`config.mk`:
```
export PLATFORM = sky130hd
export DESIGN_NAME = approx_divider_8x4
export DESIGN_NICKNAME = d
export VERILOG_FILES = /design/src/rtl/approx_div_pkg.sv /design/src/rtl/approx_div_step.sv /design/src/rtl/approx_divider_8x4.sv
export SDC_FILE = /design/constraint.sdc
export NUM_CORES = 1
export LEC_CHECK = 0
export ABC_AREA = 1
export CAP_MARGIN = 20
export CORE_MARGIN = 8
export CORE_UTILIZATION = 33
export DETAILED_ROUTE_END_ITERATION = 6
export MAX_ROUTING_LAYER = met4
export PLACE_DENSITY = 0.57
export RECOVER_POWER = 50
export SLEW_MARGIN = 25
export SYNTH_ARGS = -nofsm -noshare
export SYNTH_HDL_FRONTEND = slang
export SYNTH_HIERARCHICAL = 1
export SYNTH_SLANG_ARGS = --single-unit
```
`constraint.sdc`:
```
create_clock -name clk_i -period 1.6 [get_ports clk_i]
set_input_delay 0.24 -clock clk_i [delete_from_list [all_inputs] [get_ports clk_i]]
set_output_delay 0.24 -clock clk_i [all_outputs]
set_load 0.1 [all_outputs]
```
`src/rtl/approx_div_pkg.sv`:
```
// Shared types and constants for the 8-by-4 restoring divider.
package approx_div_pkg;

  typedef enum logic [1:0] {
    IDLE,
    BUSY,
    DONE
  } state_t;

  localparam int DIVIDEND_W  = 8;
  localparam int DIVISOR_W   = 4;
  localparam int REM_W       = DIVISOR_W + 1;
  localparam int ITER_EXACT  = 8;
  localparam int ITER_APPROX = 6;

endpackage

```
`src/rtl/approx_div_step.sv`:
```
// One restoring-division iteration: shift in a dividend bit, trial-subtract
// the divisor, keep the difference when it is non-negative.
module approx_div_step
  import approx_div_pkg::*;
(
  input  logic [REM_W-1:0]     part_rem,
  input  logic                 next_bit,
  input  logic [DIVISOR_W-1:0] divisor,
  output logic [REM_W-1:0]     next_rem,
  output logic                 q_bit
);

  logic [REM_W:0] shifted;

  always_comb begin
    shifted  = {part_rem, next_bit};
    q_bit    = shifted >= (REM_W + 1)'(divisor);
    next_rem = q_bit ? REM_W'(shifted - (REM_W + 1)'(divisor)) : shifted[REM_W-1:0];
  end

endmodule

```
`src/rtl/approx_divider_8x4.sv`:
```
// Sequential 8/4 unsigned divider, one quotient bit per cycle, with
// divide-by-zero shortcut. Define APPROX_DIV_TRUNC_EN to stop after 6 bits.
module approx_divider_8x4
  import approx_div_pkg::*;
(
  input  logic                  clk_i,
  input  logic                  rst_i,
  input  logic                  valid_i,
  output logic                  ready_o,
  input  logic [DIVIDEND_W-1:0] dividend_i,
  input  logic [DIVISOR_W-1:0]  divisor_i,
  output logic                  valid_o,
  input  logic                  ready_i,
  output logic [DIVIDEND_W-1:0] quotient_o,
  output logic [DIVISOR_W-1:0]  remainder_o,
  output logic                  div_by_zero_o
);

`ifdef APPROX_DIV_TRUNC_EN
  localparam int ITERS = ITER_APPROX;
  localparam bit TRUNC = 1'b1;
`else
  localparam int ITERS = ITER_EXACT;
  localparam bit TRUNC = 1'b0;
`endif

  state_t                state, state_next;
  logic [DIVIDEND_W-1:0] dividend_q;
  logic [DIVISOR_W-1:0]  divisor_q;
  logic [REM_W-1:0]      rem_q;
  logic [DIVIDEND_W-1:0] quo_q;
  logic [2:0]            cnt_q;
  logic                  dbz_q;
  logic [REM_W-1:0]      step_rem;
  logic                  step_q;
  logic                  last_iter;
  logic                  zero_div;

  approx_div_step u_step (
    .part_rem (rem_q),
    .next_bit (dividend_q[DIVIDEND_W-1]),
    .divisor  (divisor_q),
    .next_rem (step_rem),
    .q_bit    (step_q)
  );

  assign last_iter = (cnt_q == 3'(ITERS - 1));
  assign zero_div  = (divisor_q == '0);

  // NOTE: every output of a combinational block gets a default first so no latch is inferred.
  always_comb begin
    state_next = state;
    case (state)
      IDLE:    if (valid_i) state_next = BUSY;
      BUSY:    if (zero_div || last_iter) state_next = DONE;
      DONE:    if (ready_i) state_next = IDLE;
      default: state_next = IDLE;
    endcase
  end

  // NOTE: sequential state uses non-blocking assignments so all registers update together.
  always_ff @(posedge clk_i) begin
    if (rst_i) state <= IDLE;
    else       state <= state_next;
  end

  always_ff @(posedge clk_i) begin
    if (rst_i) begin
      dividend_q <= '0;
      divisor_q  <= '0;
      rem_q      <= '0;
      quo_q      <= '0;
      cnt_q      <= '0;
      dbz_q      <= 1'b0;
    end else begin
      case (state)
        IDLE: begin
          if (valid_i) begin
            dividend_q <= dividend_i;
            divisor_q  <= divisor_i;
            rem_q      <= '0;
            quo_q      <= '0;
            cnt_q      <= '0;
            dbz_q      <= 1'b0;
          end
        end
        BUSY: begin
          if (zero_div) begin
            quo_q <= '1;
            rem_q <= {1'b0, dividend_q[DIVISOR_W-1:0]};
            dbz_q <= 1'b1;
          end else begin
            dividend_q <= dividend_q << 1;
            cnt_q      <= cnt_q + 3'd1;
            // Truncated build parks the 6 computed bits in [7:2] and drops the remainder.
            if (TRUNC && last_iter) begin
              quo_q <= {quo_q[4:0], step_q, 2'b00};
              rem_q <= '0;
            end else begin
              quo_q <= {quo_q[DIVIDEND_W-2:0], step_q};
              rem_q <= step_rem;
            end
          end
        end
        default: ;
      endcase
    end
  end

  assign ready_o       = (state == IDLE);
  assign valid_o       = (state == DONE);
  assign quotient_o    = quo_q;
  assign remainder_o   = rem_q[DIVISOR_W-1:0];
  assign div_by_zero_o = dbz_q;

endmodule

```
==> run metrics, run 1 <==
outcome=finished, violations left; failing checks=setup timing; Slowest Stage Delay on Critical Path=340 ps; core area=5370 sq um; sequential-to-total area share from yosys stat=between 30% and 40%; final hold violation count=0; Ys Warns=6; Residual DRC=0; post-synthesis average cell area=6.73 sq um; Worst Path Max Fanout=4; initial antenna violation count=0; CTS HTree Levels=2; Antenna Nets Post-Route=0; switching share of power=41.1%; final setup TNS=-421 ps; Syn Inst Count=266; # diodes=0; WP buf/inv=3; fraction of synthesized cell area in xor and xnor cells=0.489%; Std-Cell Rows=27; critical-path cell list=inv_2 > ha_4 > inv_2 > fa_2 > nand2_2 > nand2_2 > nand2_4 > buf_6 > nand4_1 > nand2_2 > nand3_2 > nand2_1 > nor2_1 > nor2_1; initial core utilization=around 33%; RSZ-0062 raised after global routing=true; Nets=between 300 and 400; max_slew headroom=around 63%; Async S/R FF share, synth=0%; Final Setup Violations=5; Worst R2R Setup Slack=-110 ps; Mapped Nets=between 200 and 300; final core utilization=between 40 and 50%; TritonCTS clock tree=done; I/O pins=31; Max-Cap Viols=0; CP Data Arrival Time=1940 ps; Comb pwr share=46.9%; Syn-to-layout area delta=35.2%; routed wire length=approximately 4500 um; mux share of post-synthesis cell area=0%; drt wl/cell=11.7 um; drt initial violations=73; Final period util=107%; Critical Path End Type=flop; via count=between 1,500 and 2,000; gr ovfl total=0; fill count=548; Post-synth EDFFs=0; most numerous cell on the critical path=nand2_2; Switching Power=about 0.0013 W; clock latency on the worst-skew pair=between 200 and 300 ps; Detailed Place HPWL=around 3300 um; Fmax=585 MHz; Die X=89.7 um; final setup margin=-110 ps; global-route wire length before repair=about 7500 um; main combinational cell family by area after synthesis=simple AND/OR/NAND/NOR gates; Least-Margin Pin Slew=~550 ps; Cell variety after synth=25; Clock Path Buffers=2; ys flop type=dfxtp_1; Post-Synth Simple-Gate Area=between 30% and 40%; fin crit period=1710 ps; Pleak=1.13 nW; drt first pass iters=4; clock share of power=24.7%; Pint=0.00193 W; type of the worst setup path=reg -> reg; Root Driver=clkbuf_8; complex-gate fraction of the synthesized area=10.9%; IO Port Bufs=30; Final Max Tran Viols=0; Die Area=8040 sq um; Placer Congestion=0.887; maximum vdd ir drop=0.000765 V; drt via density=4.60; clk sinks=31; Final Skew=just under 8 ps; CP max stage cell=fa_2; TritonCTS Buffers=5; share of cells above drive strength 1=roughly 24%; CP delay by family, top=simple AND/OR/NAND/NOR gates; Seq pwr share=28.4%; vias in the first global route=1,730; Worst Hold Class=reg -> reg; Synth Register Bits=31; P per Cell Area=1360 nW/um^2; Mapped Area=1790 sq um; die height=around 90 um; total track usage=approximately an eighth; largest net degree at the start of global routing=20; WP data required=1830 ps; Reg clk slew, reported paths=about 70 ps; CP startpoint kind=flop; adder-cell share of the synthesized area=about 5.3%
cell usage in the layout, fill, tap and decap left out:
cell type and n:
nor2_1 25, o21ai_1 3, dfxtp_2 2, nand3_2 2
nand4_1 6, dfxtp_1 29, clkdlybuf4s50_1 15, or2_4 1
nor3_2 1, a21oi_2 1, fa_2 1, nand2_4 2
clkinv_2 1, xor2_1 1, nand2_2 11, ha_4 1
nand3_4 1, inv_2 4, clkbuf_8 6, buf_12 6
buf_4 20, nor2_2 2, o21ai_0 10, nand3_1 19
nand3b_1 3, nor2_4 1, inv_1 30, ha_2 1
ha_1 4, buf_6 1, clkbuf_2 9, bufinv_16 1
a21oi_1 25, nand2_1 65
layer usage:
layer	global-route usage, %	part of all wire [%]
met4	4.98	1.7
met5	-	0
met3	3.09	3.0
met2	21.1	50
met1	13.6	45
cells in the mapped netlist, types with 2 or more instances:
cell type	n	area, sq um
buf_6	3	33.8
ha_1	6	75.1
nand2_1	70	263
dfxtp_1	31	621
nand2_4	2	22.5
a21oi_1	26	130
nand2_2	6	37.5
clkbuf_1	2	7.51
nand4_1	6	37.5
inv_1	33	124
nand3b_1	3	22.5
o21ai_1	3	15.0
nand3_1	21	105
nor2_1	25	93.8
nor2_2	2	12.5
o21ai_0	10	50.1
buf_2	6	30.0
buf_4	4	30.0
flip-flops by register name (all words and copies together), names as in the netlist:
signal,flops
cnt_q,3
div_by_zero_o,1
dividend_q,8
divisor_q,4
quotient_o,8
rem_q,5
state,2
repair_timing:
action / 4_1_cts / 5_1_grt
setup endpoints to repair: 5 / 6
pin swaps: 8 / 6
cloned: 0 / 0
hold endpoints to repair: 0 / 0
buffers inserted: 0 / 2
hold buffers: 0 / 0
resized for setup: 8 / 9
worst register-to-register path, cell delays in order (launching register included):
cell,delay [ps]
dfxtp_2,320
inv_2,60
ha_4,120
inv_2,30
fa_2,340
nand2_2,80
nand2_2,70
nand2_4,90
buf_6,110
nand4_1,100
nand2_2,100
nand3_2,70
nand2_1,60
nor2_1,40
nor2_1,70
logic make-up after synthesis:
family,count (synthesis)
AOI/OAI and AO/OA,39
xor gates and xnor gates,1
adders and majority gates,7
buffers and inverters,49
DFF,31
and+or+nand+nor,139
power by group through the flow:
stage                     sequential, W  combinational, W  clock (W)
after CTS                      0.000946           0.00153   0.000834
after global routing           0.000944           0.00169   0.000861
final                          0.000932           0.00154   0.000809
after detailed placement       0.000958           0.00150          0
after floorplan                 0.00109          0.000917          0
after global placement         0.000956           0.00149          0
stage by stage:
step	instance area, sq um	worst slack [ps]	power (W)	cells	hold WS (ps)
after floorplan	1790	-362	0.00201	266	388
after global placement	2370	-57.7	0.00245	372	471
after detailed placement	2370	-120	0.00246	372	480
after CTS	2510	-134	0.00331	380	489
after global routing	2420	-250	0.00350	382	517
final	2420	-110	0.00328	382	478
worst paths after layout:
kind,from,to,cells after the start
max,dividend_q[7],rem_q[3],14
min,div_by_zero_o,div_by_zero_o,2
max reg2reg,dividend_q[7],rem_q[3],14
min reg2reg,div_by_zero_o,div_by_zero_o,2
area by class of cell:
class | instances | area [sq um] | area share (%)
clock buffers | 6 | 82.6 | 3.41
multi-input cells | 186 | 985 | 40.7
flip-flops and latches | 31 | 623 | 25.7
clock inverters | 2 | 35.0 | 1.45
repair buffers | 51 | 477 | 19.7
inverters | 34 | 128 | 5.27
well taps | 72 | 90.1 | 3.72
Note: power is estimated with default switching activity, not from simulation.
==> run 2, diff against run 1 <==
CTS_CLUSTER_DIAMETER = 150   (was default)
==> results of run 2 <==
The final DEF is identical to that of run 1; final timing and power are the same.
